## src/rtl/md_unit.sv

```systemverilog
// RV32M multiply/divide unit: two-cycle multiply, radix-2 restoring divide,
// single op in flight, result held on a valid/ready handshake until accepted.
module md_unit #(
  parameter int unsigned XLEN  = 32,
  parameter int unsigned TAG_W = 5
) (
  input  logic             clk,
  input  logic             rst,
  input  logic             in_valid_i,
  output logic             in_ready_o,
  input  logic [2:0]       funct3_i,
  input  logic [XLEN-1:0]  op_a_i,
  input  logic [XLEN-1:0]  op_b_i,
  input  logic [TAG_W-1:0] rd_i,
  input  logic             flush_i,
  output logic             out_valid_o,
  input  logic             out_ready_i,
  output logic [XLEN-1:0]  result_o,
  output logic [TAG_W-1:0] rd_o
);

  localparam int unsigned CntW     = $clog2(XLEN);
  localparam logic [2:0]  F3Mulh   = 3'd1;
  localparam logic [2:0]  F3Mulhsu = 3'd2;

  typedef enum logic [1:0] {StIdle, StMul, StDiv, StDone} state_e;

  state_e            state_q, state_d;
  logic [2:0]        funct3_q, funct3_d;
  logic [XLEN-1:0]   op_a_q, op_a_d;   // multiplicand, or dividend shifting into quotient
  logic [XLEN-1:0]   op_b_q, op_b_d;   // multiplier, or divisor magnitude
  logic [XLEN-1:0]   rem_q, rem_d;
  logic [XLEN-1:0]   result_q, result_d;
  logic [TAG_W-1:0]  rd_q, rd_d;
  logic [CntW-1:0]   cnt_q, cnt_d;
  logic              neg_quo_q, neg_quo_d;
  logic              neg_rem_q, neg_rem_d;

  // Accept-time decode of the incoming op
  logic            accept, div_op, div_signed, div_rem, a_neg, b_neg, div_zero, div_ovf;
  logic [XLEN-1:0] abs_a, abs_b;

  assign in_ready_o = (state_q == StIdle) && !flush_i;
  assign accept     = in_valid_i && in_ready_o;
  assign div_op     = funct3_i[2];
  assign div_signed = !funct3_i[0];
  assign div_rem    = funct3_i[1];
  assign a_neg      = div_signed && op_a_i[XLEN-1];
  assign b_neg      = div_signed && op_b_i[XLEN-1];
  assign abs_a      = a_neg ? -op_a_i : op_a_i;
  assign abs_b      = b_neg ? -op_b_i : op_b_i;
  assign div_zero   = (op_b_i == '0);
  assign div_ovf    = div_signed && (op_a_i == {1'b1, {(XLEN-1){1'b0}}}) && (op_b_i == '1);

  // Multiply: extend both operands to 2*XLEN so one unsigned product covers every variant
  logic                mul_a_sgn, mul_b_sgn;
  logic [2*XLEN-1:0]   mul_a_ext, mul_b_ext, product;

  assign mul_a_sgn = (funct3_q == F3Mulh) || (funct3_q == F3Mulhsu);
  assign mul_b_sgn = (funct3_q == F3Mulh);
  assign mul_a_ext = {{XLEN{mul_a_sgn && op_a_q[XLEN-1]}}, op_a_q};
  assign mul_b_ext = {{XLEN{mul_b_sgn && op_b_q[XLEN-1]}}, op_b_q};
  assign product   = mul_a_ext * mul_b_ext;

  // Divide step: shift next dividend bit into the partial remainder and try a subtract
  logic [XLEN:0]   div_shift, div_diff;
  logic            q_bit;
  logic [XLEN-1:0] rem_step, quo_step, quo_fin, rem_fin;

  assign div_shift = {rem_q, op_a_q[XLEN-1]};
  assign div_diff  = div_shift - {1'b0, op_b_q};
  assign q_bit     = !div_diff[XLEN];
  assign rem_step  = q_bit ? div_diff[XLEN-1:0] : div_shift[XLEN-1:0];
  assign quo_step  = {op_a_q[XLEN-2:0], q_bit};
  assign quo_fin   = neg_quo_q ? -quo_step : quo_step;
  assign rem_fin   = neg_rem_q ? -rem_step : rem_step;

  // Next-state logic; flush overrides everything else
  always_comb begin
    state_d   = state_q;
    funct3_d  = funct3_q;
    op_a_d    = op_a_q;
    op_b_d    = op_b_q;
    rem_d     = rem_q;
    result_d  = result_q;
    rd_d      = rd_q;
    cnt_d     = cnt_q;
    neg_quo_d = neg_quo_q;
    neg_rem_d = neg_rem_q;

    case (state_q)
      StIdle: begin
        if (accept) begin
          funct3_d = funct3_i;
          rd_d     = rd_i;
          if (!div_op) begin
            op_a_d  = op_a_i;
            op_b_d  = op_b_i;
            state_d = StMul;
          end else if (div_zero) begin
            result_d = div_rem ? op_a_i : '1;
            state_d  = StDone;
          end else if (div_ovf) begin
            result_d = div_rem ? '0 : op_a_i;
            state_d  = StDone;
          end else begin
            op_a_d    = abs_a;
            op_b_d    = abs_b;
            rem_d     = '0;
            cnt_d     = CntW'(XLEN - 1);
            neg_quo_d = a_neg ^ b_neg;
            neg_rem_d = a_neg;
            state_d   = StDiv;
          end
        end
      end
      StMul: begin
        result_d = (funct3_q[1:0] == 2'b00) ? product[XLEN-1:0] : product[2*XLEN-1:XLEN];
        state_d  = StDone;
      end
      StDiv: begin
        rem_d  = rem_step;
        op_a_d = quo_step;
        cnt_d  = cnt_q - CntW'(1);
        if (cnt_q == '0) begin
          result_d = funct3_q[1] ? rem_fin : quo_fin;
          state_d  = StDone;
        end
      end
      StDone: begin
        if (out_ready_i) state_d = StIdle;
      end
      default: state_d = StIdle;
    endcase

    if (flush_i) begin
      state_d = StIdle;
      cnt_d   = '0;
    end
  end

  // State and datapath registers
  always_ff @(posedge clk or posedge rst) begin
    if (rst) begin
      state_q   <= StIdle;
      funct3_q  <= '0;
      op_a_q    <= '0;
      op_b_q    <= '0;
      rem_q     <= '0;
      result_q  <= '0;
      rd_q      <= '0;
      cnt_q     <= '0;
      neg_quo_q <= 1'b0;
      neg_rem_q <= 1'b0;
    end else begin
      state_q   <= state_d;
      funct3_q  <= funct3_d;
      op_a_q    <= op_a_d;
      op_b_q    <= op_b_d;
      rem_q     <= rem_d;
      result_q  <= result_d;
      rd_q      <= rd_d;
      cnt_q     <= cnt_d;
      neg_quo_q <= neg_quo_d;
      neg_rem_q <= neg_rem_d;
    end
  end

  assign out_valid_o = (state_q == StDone);
  assign result_o    = result_q;
  assign rd_o        = rd_q;

endmodule

```

## config.mk

```make
export PLATFORM = sky130hd
export DESIGN_NAME = md_unit
export DESIGN_NICKNAME = d
export VERILOG_FILES = /design/src/rtl/md_unit.sv
export SDC_FILE = /design/constraint.sdc
export NUM_CORES = 2
export LEC_CHECK = 0
export CAP_MARGIN = 40
export CORE_UTILIZATION = 46
export CTS_BUF_LIST = sky130_fd_sc_hd__clkbuf_4
export CTS_CLUSTER_DIAMETER = 40
export DETAILED_ROUTE_END_ITERATION = 16
export PLACE_DENSITY = 0.66
export SYNTH_ARGS = -nofsm -noshare
export SYNTH_HDL_FRONTEND = slang
export SYNTH_SLANG_ARGS = --single-unit
```

## constraint.sdc

```tcl
create_clock -name clk -period 8.6 [get_ports clk]
set_input_delay 1.72 -clock clk [delete_from_list [all_inputs] [get_ports clk]]
set_output_delay 1.72 -clock clk [all_outputs]
set_load 0.02 [all_outputs]
```

==> impl_metrics.csv <==
group,metric,value,unit
status,outcome,"finished clean",
logic_synthesis,syn_area,50690,µm²
route,first_pass_iters,7,
sta,fin_crit_sh,96.94,%
clock_network,root_buffer,"clkbuf_4",
clock_network,clk_latency,0.64,ns
sta,min_period,8.337,ns
floorplanning,core,109000,µm²
setup_path,cp-start-kind,"flop",
sta,maxSlewHeadroom,30.64,%
logic_synthesis,syn_avg_cell_area,8.557,µm²
logic_synthesis,synth_top_cell_by_area,"fa_1",
floorplanning,die_w,334.0,µm
sta,worst_pin_slew,1.027,ns
logic_synthesis,synth.distinct_cells,96,
logic_synthesis,ys_seq_area_share,7.158,%
clock_network,htree_levels,4,
setup_path,critPathBufInv,7,
floorplanning,start_util,46.50,%
logic_synthesis,yosysWarnings,0,
final_layout,layout-area-overhead-vs-synth,9.461,%
global_routing,grt_use_met1,40.98,%
global_routing,track_usage,31.19,%
global_routing,top_usage_layer,"met2",
final_layout,multiInputGateArea,41360,µm²
global_routing,grt-ovfl-total,0,
global_routing,grt_pass1_vias,44030,
route,drc_errors,0,
sta,drv_slew,0,
route,wl,168.5,mm
route,drt_iter0_markers,3406,
setup_path,slowest_delay,0.55,ns
route,via_per_inst,5.619,
place,hpwlAfterDp,140.1,mm
logic_synthesis,synth_edf_count,0,
final_layout,ff_latch_area,3647,µm²
logic_synthesis,synth_nets,7383,
setup_path,critPathTopFamily,"adder cells",
final_layout,drive_above_1_share,6.790,%
floorplanning,num_io_pins,116,
route,wl_per_cell,22.79,µm
logic_synthesis,synth-seq-cells,145,
logic_synthesis,synth_top_area_share,44.47,%
sta,setup_viol_count_final,0,
sta,max_freq,119.9,MHz
logic_synthesis,synth.area.top_cells,"fa_1, inv_1, nand2_1",
floorplanning,dieArea,111500,µm²
place,port_buffers,115,
global_routing,grt_use_met2,50.65,%
setup_path,cpMostUsedCell,"fa_1",
clock_network,clock_sinks,145,
place,dp.cells,7352,
clock_network,clockBufferDepth,2,
floorplanning,placementRows,121,
clock_network,hold_buffers,0,
route,antenna_left,0,
global_routing,grt_max_degree,69,
floorplanning,dieHeight,334.0,µm
final_layout,fillers,10315,
setup_path,crit_required,9.14,ns
clock_network,clkSlewWorstSetupHoldPaths,0.16,ns
min_path,min_path_type,"flop to flop",
sta,skew,0.03509,ns
run,cap_violations,0,
logic_synthesis,synthFlopType,"dfrtp_1",
logic_synthesis,synthCells,5924,
global_routing,use_met3,5.526,%
place,gp_congestion,1.023,
route,num_vias,41549,
clock_network,cts_tree,"built",
setup_path,rrSetupSlack,0.26,ns
sta,hold_viol_final,0,
final_layout,stdcell_count,7395,
sta,whs,0.5011,ns
final_layout,nets,7426,
setup_path,crit_slowest_cell,"fa_1",
clock_network,cts_buffers,17,
global_routing,grt_pass1_wl,263.5,mm
global_routing,grt_antenna_before_repair,11,
setup_path,path_max_fanout,9,
logic_synthesis,async_reset_ff_share,100.0,%
setup_path,end_kind,"flop",
setup_path,worstSetupPathType,"flop to flop",
setup_path,cp.arrival,8.88,ns
## through the flow
step                      area [µm²]  utilization, %  TNS [ns]  worst slack [ns]
after global routing           55480           50.90  -0.02290          -0.01562
after floorplan                50730               -         0          0.004933
final                          55490           50.90         0            0.2630
after detailed placement       54840           50.31   -0.1060          -0.04378
after global placement         54730           50.21         0           0.02831
after CTS                      55140           50.59         0          0.005322
## final cells by class
class / count / share of cell area [%]
inverters: 1243 / 8.438
multi-input cells: 4186 / 74.53
flip-flops and latches: 145 / 6.573
clock inverters: 12 / 0.2571
diodes: 2 / 0.009020
well taps: 1414 / 3.189
clock buffers: 19 / 0.2571
repair buffers: 374 / 6.742
## repair_timing
item                       CTS  global route
setup endpoints to repair    5            20
pin swaps                    0            13
gates resized for setup      7            65
cloned                       0             0
buffers inserted             0            10
## sequential cells by signal, summed over array words and instances, names as in the netlist
register / count
state_q: 2
cnt_q: 5
result_o: 32
neg_quo_q: 1
neg_rem_q: 1
rd_o: 5
rem_q: 32
op_b_q: 32
funct3_q: 3
op_a_q: 32
## cells in the final DEF (no fill, tap or decap), types with 16 or more instances in the layout
master	Yosys	final
a21o_1	46	46
a21oi_1	197	193
a22o_1	19	19
a31oi_1	23	22
and2_1	284	284
and3_1	16	16
buf_12	0	44
buf_4	3	201
clkbuf_4	0	20
clkdlybuf4s50_1	0	115
dfrtp_1	145	130
fa_1	1126	1124
ha_1	256	252
inv_1	1238	1232
maj3_1	29	29
mux2i_1	27	27
nand2_1	993	992
nand2b_1	23	23
nand3_1	36	36
nand4_1	22	22
nor2_1	240	236
nor2b_1	16	16
nor3_1	50	47
nor4_1	23	20
o211ai_1	17	17
o21ai_0	221	214
o21ai_1	11	17
o31ai_1	30	27
or3_1	43	43
xnor2_1	121	120
xor2_1	77	77
## Yosys cell counts (all sizes together), types with 6 or more instances
| master | instances |
|---|---|
| inv | 1240 |
| fa | 1126 |
| nand2 | 993 |
| clkbuf | 291 |
| and2 | 284 |
| ha | 256 |
| nor2 | 242 |
| o21ai | 232 |
| a21oi | 202 |
| dfrtp | 145 |
| xnor2 | 121 |
| xor2 | 77 |
| buf | 59 |
| nor3 | 51 |
| a21o | 46 |
| or3 | 43 |
| nand3 | 38 |
| o31ai | 32 |
| maj3 | 29 |
| mux2i | 28 |
| nor4 | 24 |
| a211oi | 23 |
| a31oi | 23 |
| nand2b | 23 |
| nand4 | 22 |
| a22o | 19 |
| o211ai | 18 |
| and3 | 16 |
| nor2b | 16 |
| o21a | 16 |
| o41ai | 15 |
| a221oi | 14 |
| or2 | 14 |
| or4 | 12 |
| a2111oi | 11 |
| mux2 | 11 |
| a22oi | 10 |
| nor3b | 8 |
| o21bai | 7 |
| o31a | 7 |
| a41oi | 6 |
| nand3b | 6 |
## worst min-delay path, cell delays in order (launching register included)
cell     delay, ns
dfrtp_1       0.37
nand2_1       0.05
o21ai_0       0.06
## kinds of logic after synthesis
kind of cell | after synthesis | synth area share, %
AO/OA/AOI/OAI | 731 | 9.138
multiplexers | 39 | 0.8220
flip-flops | 145 | 7.158
XOR/XNOR | 198 | 3.421
adder cells (fa/ha/maj) | 1411 | 51.36
AND/OR/NAND/NOR | 1807 | 16.23
buffers and inverters | 1593 | 11.87
## metal layers
layer / vias to the layer above / share of wire (%)
li1: 18019 / -
met1: 21528 / 40
met2: 1625 / 47
met3: 369 / 8.0
met4: 8 / 5.0
met5: - / 0.032
## final timing paths
check                                     to   startpoint  depth (start not counted)
worst max-delay path            result_o[25]  funct3_q[1]                         29
worst min-delay path             result_o[1]  result_o[1]                          2
worst max register to register  result_o[25]  funct3_q[1]                         29
worst min register to register   result_o[1]  result_o[1]                          2
max in group asynchronous         op_b_q[15]          rst                          5
min in group asynchronous           cnt_q[0]          rst                          2
Power is not shown: default switching activity piles up to over one toggle a cycle in this logic, so the estimate is an artifact.
